--- src/rtl/wptr_full_prog.sv ---
// Write-side pointer, full/almost-full, occupancy and overflow
// generator for a dual-clock FIFO; read pointer synchronised locally.
module wptr_full_prog #(
  parameter int ADDRSIZE     = 8,
  parameter int SYNC_STAGES  = 2,
  parameter int AFULL_THRESH = (1 << ADDRSIZE) - 4
) (
  input  logic                wclk,
  input  logic                wrst_n,
  input  logic                winc,
  input  logic [ADDRSIZE:0]   rptr_gray,
  input  logic                clr_ovf,
  output logic [ADDRSIZE:0]   wptr,
  output logic [ADDRSIZE-1:0] waddr,
  output logic                wfull,
  output logic                walmost_full,
  output logic [ADDRSIZE:0]   wcount,
  output logic                woverflow
);

  localparam int A = ADDRSIZE;
  localparam int W = ADDRSIZE + 1;
  localparam logic [W-1:0] THR = W'(AFULL_THRESH);

  logic [W-1:0] sync_q [SYNC_STAGES];
  logic [W-1:0] rq;
  logic [W-1:0] rbin;

  logic [W-1:0] wbin_q, wbin_d;
  logic [W-1:0] wptr_q, wptr_d;
  logic [W-1:0] cnt_q, cnt_d;
  logic         full_q, full_d;
  logic         afull_q, afull_d;
  logic         ovf_q, ovf_d;
  logic         wacc;

  assign rq = sync_q[SYNC_STAGES-1];

  // Plain flop chain carrying the read Gray pointer into wclk
  always_ff @(posedge wclk or negedge wrst_n) begin
    if (!wrst_n) begin
      for (int i = 0; i < SYNC_STAGES; i++)
        sync_q[i] <= '0;
    end else begin
      sync_q[0] <= rptr_gray;
      for (int i = 1; i < SYNC_STAGES; i++)
        sync_q[i] <= sync_q[i-1];
    end
  end

  // Gray to binary: each bit is the XOR of itself and all higher bits
  for (genvar i = 0; i < W; i++) begin : g_g2b
    assign rbin[i] = ^(rq >> i);
  end

  // Next-state pointer, flags and occupancy
  always_comb begin
    wacc    = winc & ~full_q;
    wbin_d  = wbin_q + {{A{1'b0}}, wacc};
    wptr_d  = (wbin_d >> 1) ^ wbin_d;
    cnt_d   = wbin_d - rbin;
    full_d  = (wptr_d == {~rq[A:A-1], rq[A-2:0]});
    afull_d = (cnt_d >= THR);
    ovf_d   = (winc & full_q) | (ovf_q & ~clr_ovf);
  end

  // Register every output
  always_ff @(posedge wclk or negedge wrst_n) begin
    if (!wrst_n) begin
      wbin_q  <= '0;
      wptr_q  <= '0;
      cnt_q   <= '0;
      full_q  <= 1'b0;
      afull_q <= 1'b0;
      ovf_q   <= 1'b0;
    end else begin
      wbin_q  <= wbin_d;
      wptr_q  <= wptr_d;
      cnt_q   <= cnt_d;
      full_q  <= full_d;
      afull_q <= afull_d;
      ovf_q   <= ovf_d;
    end
  end

  assign wptr         = wptr_q;
  assign waddr        = wbin_q[A-1:0];
  assign wfull        = full_q;
  assign walmost_full = afull_q;
  assign wcount       = cnt_q;
  assign woverflow    = ovf_q;

endmodule

--- config.mk ---
export PLATFORM = sky130hd
export DESIGN_NAME = wptr_full_prog
export DESIGN_NICKNAME = d
export VERILOG_FILES = /design/src/rtl/wptr_full_prog.sv
export SDC_FILE = /design/constraint.sdc
export NUM_CORES = 1
export LEC_CHECK = 0
export CAP_MARGIN = 10
export CORE_MARGIN = 3
export CORE_UTILIZATION = 30
export CTS_BUF_LIST = sky130_fd_sc_hd__clkbuf_4 sky130_fd_sc_hd__clkbuf_8
export CTS_CLUSTER_DIAMETER = 30
export DETAILED_ROUTE_END_ITERATION = 6
export GPL_TIMING_DRIVEN = 0
export SYNTH_ARGS = -nofsm -noshare
export SYNTH_HDL_FRONTEND = slang
export SYNTH_SLANG_ARGS = --single-unit
--- constraint.sdc ---
create_clock -name wclk -period 11.5 [get_ports wclk]
set_input_delay 1.15 -clock wclk [delete_from_list [all_inputs] [get_ports wclk]]
set_output_delay 1.15 -clock wclk [all_outputs]
set_load 0.01 [all_outputs]
Yosys cells after proc, flatten, opt, wreduce, memory -nomap -nowiden
Index checks and enable logic that the tools add are counted.
{ "totals": {"in_bits": 13, "ff_bits": 48, "wordCells": 29, "output_inout_bits": 29} }
{ "classes": {"reduce_logical": 9, "n_lt_le_gt_ge": 1, "bitwise": 8, "add_sub_neg": 2, "n_eq_ne": 1} }
{ "op_table": {"columns": ["op", "n"], "rows": [
  ["$reduce_xor A9 Y1", 9],
  ["$add A9 B1 Y9", 1],
  ["$eq A9 B9 Y1", 1],
  ["$ge A9 B8 Y1 const B", 1],
  ["$sub A9 B9 Y9", 1],
  ["$xor A8 B9 Y9", 1],
  ["$and A1 B1 Y1", 3],
  ["$not A1 Y1", 2],
  ["$not A2 Y2", 1],
  ["$or A1 B1 Y1", 1]
]} }

Depth between registers and ports, before layout
{ "logic_depth": {"depth_word": 5, "mapped_depth": 13, "ltp_nobuf": 13} }

Worst setup path before layout
OpenSTA, ideal clock, no wires.
{ "synth_path": {"kind": "in2reg", "startpoint": "input port winc", "endpoint": "register afull_q, in the netlist walmost_full", "path_buffers": 0, "setup_slack_ns": 7.858, "t_required_ns": 11.380, "setup_time_ns": 0.120, "stages": 10, "arrival_time_ns": 3.521, "path_cell_list": "nor2b_1 ha_1 ha_1 inv_1 fa_1 or3_4 a311oi_2 o2111ai_1 o211a_1 a41o_1"} }
{ "synth_via": {"elab_chain_cells": 4} }
{ "synth_rtl": {"columns": ["element", "line_no", "text"], "rows": [
  ["start, declared", "10", "input logic winc,"],
  ["$and A1 B1 Y1", "58", "wacc = winc & ~full_q;"],
  ["$add A9 B1 Y9", "59", "wbin_d = wbin_q + {{A{1'b0}}, wacc};"],
  ["named net wbin_d[1]", "29", "logic [W-1:0] wbin_q, wbin_d;"],
  ["$sub A9 B9 Y9", "61", "cnt_d = wbin_d - rbin;"],
  ["named net cnt_d[8]", "31", "logic [W-1:0] cnt_q, cnt_d;"],
  ["$ge A9 B8 Y1", "63", "afull_d = (cnt_d >= THR);"],
  ["named net afull_d", "33", "logic afull_q, afull_d;"],
  ["end signal, assigned", "81", "afull_q <= afull_d;"],
  ["end, declared", "33", null]
]} }
The timed path passes the listed nets, and every way through them passes these cells.

Worst setup path in the final report
Ends and elaborated chain as after synthesis.

==> key figures <==
Worst setup path
  • WP buf/inv: 2
  • Setup crit end kind: flip-flop
  • Most frequent CP cell: ha_1
  • Type of origin of the critical path: primary input
  • Crit path largest cell delay: 510 ps
  • Critical-path top delay cell: xnor2_1
  • Crit-path cells: clkdlybuf4s50_1, nor2b_1, ha_1, ha_1, xnor2_1, inv_2, ha_1, a21oi_1, o21ai_1, mux2i_1, xnor2_1, and3_1, a41o_1
  • Required arrival time at the worst endpoint: 11690 ps
  • Setup Crit Path Kind: primary input to flip-flop
  • Critical Path Start: winc
  • Worst Path Arrival: 4190 ps
  • Dominant delay contributor by cell family on the critical path: adder cells
  • CP Max Fanout: 6
  • Worst r2r src: rq[6]

Run
  • Max Cap Violations: 0

CTS
  • Insertion delay to the later sink of the worst-skew pair: 290 ps
  • Cts bufs inserted: 5
  • Post-CTS Setup Inserts: 0
  • Clk slew on worst S/H paths: 80 ps
  • Post-CTS sizing: 0
  • Hold Buf Count CTS: 0
  • # H-tree levels: 2
  • CTS tree: built
  • Clock Sinks: 47
  • Root Driver: clkbuf_8
  • Max Root-Sink Buffers: 2

Route
  • TritonRoute pass-1 iters: 4
  • DR vias/cell: 4.22
  • Drt initial violations: 35
  • Routed wire length: 4000 um
  • Wire per inst: 12.1 um
  • Post-DRT Antenna Nets: 0
  • # DRC: 0
  • Vias after detailed routing: 1393

Synthesis
  • Ys flop type: dfrtp_1
  • Number of synthesized flops with an enable pin: 0
  • Distinct cells, synth: 40
  • Seq/Total Area, Yosys: 52.0%
  • Mapped Nets: 206
  • Mapped Area: 2260 sq um
  • Largest cells by area after synthesis: dfrtp_1 52%, xnor2_1 12%, ha_1 6.1%
  • Yosys top cell by area: dfrtp_1
  • Ys Warns: 0
  • Avg Cell Area, Syn: 12.5 sq um
  • Async set-reset flop share out of synthesis: 100%
  • Synth top area share: 52.0%
  • Count of state elements after synthesis: 47
  • Post-Synthesis Cells: 181

Final layout
  • ANT cells: 0
  • Share of cells above drive strength 1: 9.09%
  • Number of nets in the layout: 255
  • Area grow syn2layout: 28.9%
  • Fin util: 40.0%

Placement
  • Pre-CTS setup slack: 7160 ps
  • Gpl congestion: 0.764
  • Port Buf Inserts: 41
  • HPWL Detailed: 3140 um

Power and ir drop
  • Switching part of the total: 37.2%
  • Max VDD drop: 0.0000878 V
  • PwrDens: 270 nW/um^2
  • Combinational share of power: 55.7%
  • Sequential power share: 30.6%
  • LEAKAGE: 1.31 nW
  • Clock share of power: 13.7%
  • Internal power: 0.494 mW
  • Switching Power: 0.293 mW

Timing
  • Final worst clock skew: 3.08 ps
  • Final Hold Viols: 0
  • Slew HR: 59.0%
  • Final period util: 34.8%
  • Final min period: 4000 ps
  • RSZ-0062 raised after global routing: no
  • Setup_tns: 0 ps
  • Fmax achieved: 0.250 GHz
  • Worst Tran Pin Value: 611 ps
  • Pins Over Slew Limit: 0
  • Worst Slack Setup Final: 7500 ps
  • Final Setup Violations: 0

GRT
  • Number of global-route vias before repair: 1527
  • Initial antenna violation count: 0
  • First-pass GRT wire length: 7090 um
  • Gr usage total: 10.6%
  • Largest net degree at the start of global routing: 27
  • Gr ovfl total: 0

Floorplan
  • Die ar.: 8610 sq um
  • I/O Pins: 42
  • Starting Density: 31.0%
  • # rows: 31
  • Die Y: 92.8 um
  • Core Footprint: 7290 sq um
  • Die X-Extent: 92.8 um

Worst hold path
  • HP Class: flip-flop to flip-flop
  • HP Start: sync_q[15]

Outcome
  • Run status: finished, final reports clean
-- path summary, 6_finish.rpt --
path / endpoint / cells past startpoint / slack [ps]
max reg2reg: walmost_full / 12 / 7600
min reg2reg: rq[6] / 0 / 350
min: rq[6] / 0 / 350
max in group asynchronous: wcount[2] / 2 / 10170
max: walmost_full / 13 / 7500
min in group asynchronous: wptr[7] / 1 / 820
-- flip-flops by register name (all words and copies together), names as in the netlist --
| signal | flops |
|---|---|
| woverflow | 1 |
| rq | 9 |
| walmost_full | 1 |
| wbin_q | 9 |
| wcount | 9 |
| wptr | 8 |
| sync_q | 9 |
| wfull | 1 |
-- synth_stat cells (all sizes together) (4+ instances only) --
master	count
ha	11
nand3	6
xor2	10
nand2	6
nor2	9
o21ai	5
xnor3	4
xnor2	31
inv	15
a21oi	4
dfrtp	47
-- power groups by stage --
stage | sequential (mW) | combinational [mW] | clock [mW]
2_1_floorplan | 0.262 | 0.275 | 0
3_3_place_gp | 0.245 | 0.441 | 0
3_5_place_dp | 0.244 | 0.441 | 0
4_1_cts | 0.242 | 0.447 | 0.114
5_1_grt | 0.248 | 0.491 | 0.121
6_report | 0.241 | 0.438 | 0.108
-- metal layers --
layer / share of wire [%] / global-route usage, %
met3: 5.0 / 2.92
met5: 0 / 0
met4: 2.3 / 4.76
met2: 44 / 16.6
met1: 48 / 13.7
-- cells in the final DEF (no fill, tap or decap), drive strengths merged, types with 2 or more instances in the layout --
| cell type | n |
|---|---|
| a211oi | 2 |
| a21o | 3 |
| a21oi | 4 |
| and3 | 2 |
| buf | 2 |
| clkbuf | 8 |
| clkdlybuf4s50 | 40 |
| dfrtp | 47 |
| ha | 11 |
| inv | 15 |
| nand2 | 6 |
| nand2b | 2 |
| nand3 | 6 |
| nor2 | 9 |
| o2111ai | 2 |
| o211a | 2 |
| o21a | 2 |
| o21ai | 5 |
| or3 | 3 |
| xnor2 | 31 |
| xnor3 | 4 |
| xor2 | 10 |
-- final cells by class --
class                   count  area [sq um]
repair buffers             42           425
multi-input cells         119          1030
inverters                  15          56.3
flip-flops and latches     47          1180
well taps                  99           124
fillers                   753          4380
clock buffers               8           104
-- worst reg2reg max path: cells and delay by family, from the launching register on --
family          cells  cell delay (ps)
xor+xnor            5             1490
fa+ha+maj           2              650
flops               1              400
simple gates        1              420
compound gates      4              830
-- logic make-up after synthesis --
kind of cell	count (synthesis)	synth area share (%)
buffers and inverters	15	2.49
adders and majority gates	12	6.97
and+or+nand+nor	33	7.47
DFF	47	52.0
AOI/OAI and AO/OA	27	8.91
xor gates and xnor gates	46	21.7
muxes	1	0.443
-- per-stage QoR --
stage | cell area [sq um] | power (mW) | std cells | hold WS [ps]
floorplan | 2260 | 0.537 | 181 | 331
global placement | 2800 | 0.686 | 321 | 333
detailed placement | 2810 | 0.686 | 322 | 335
CTS | 2910 | 0.803 | 330 | 354
global route | 2910 | 0.860 | 330 | 361
finish | 2910 | 0.787 | 330 | 351
Note: power is estimated with default switching activity, not from simulation.
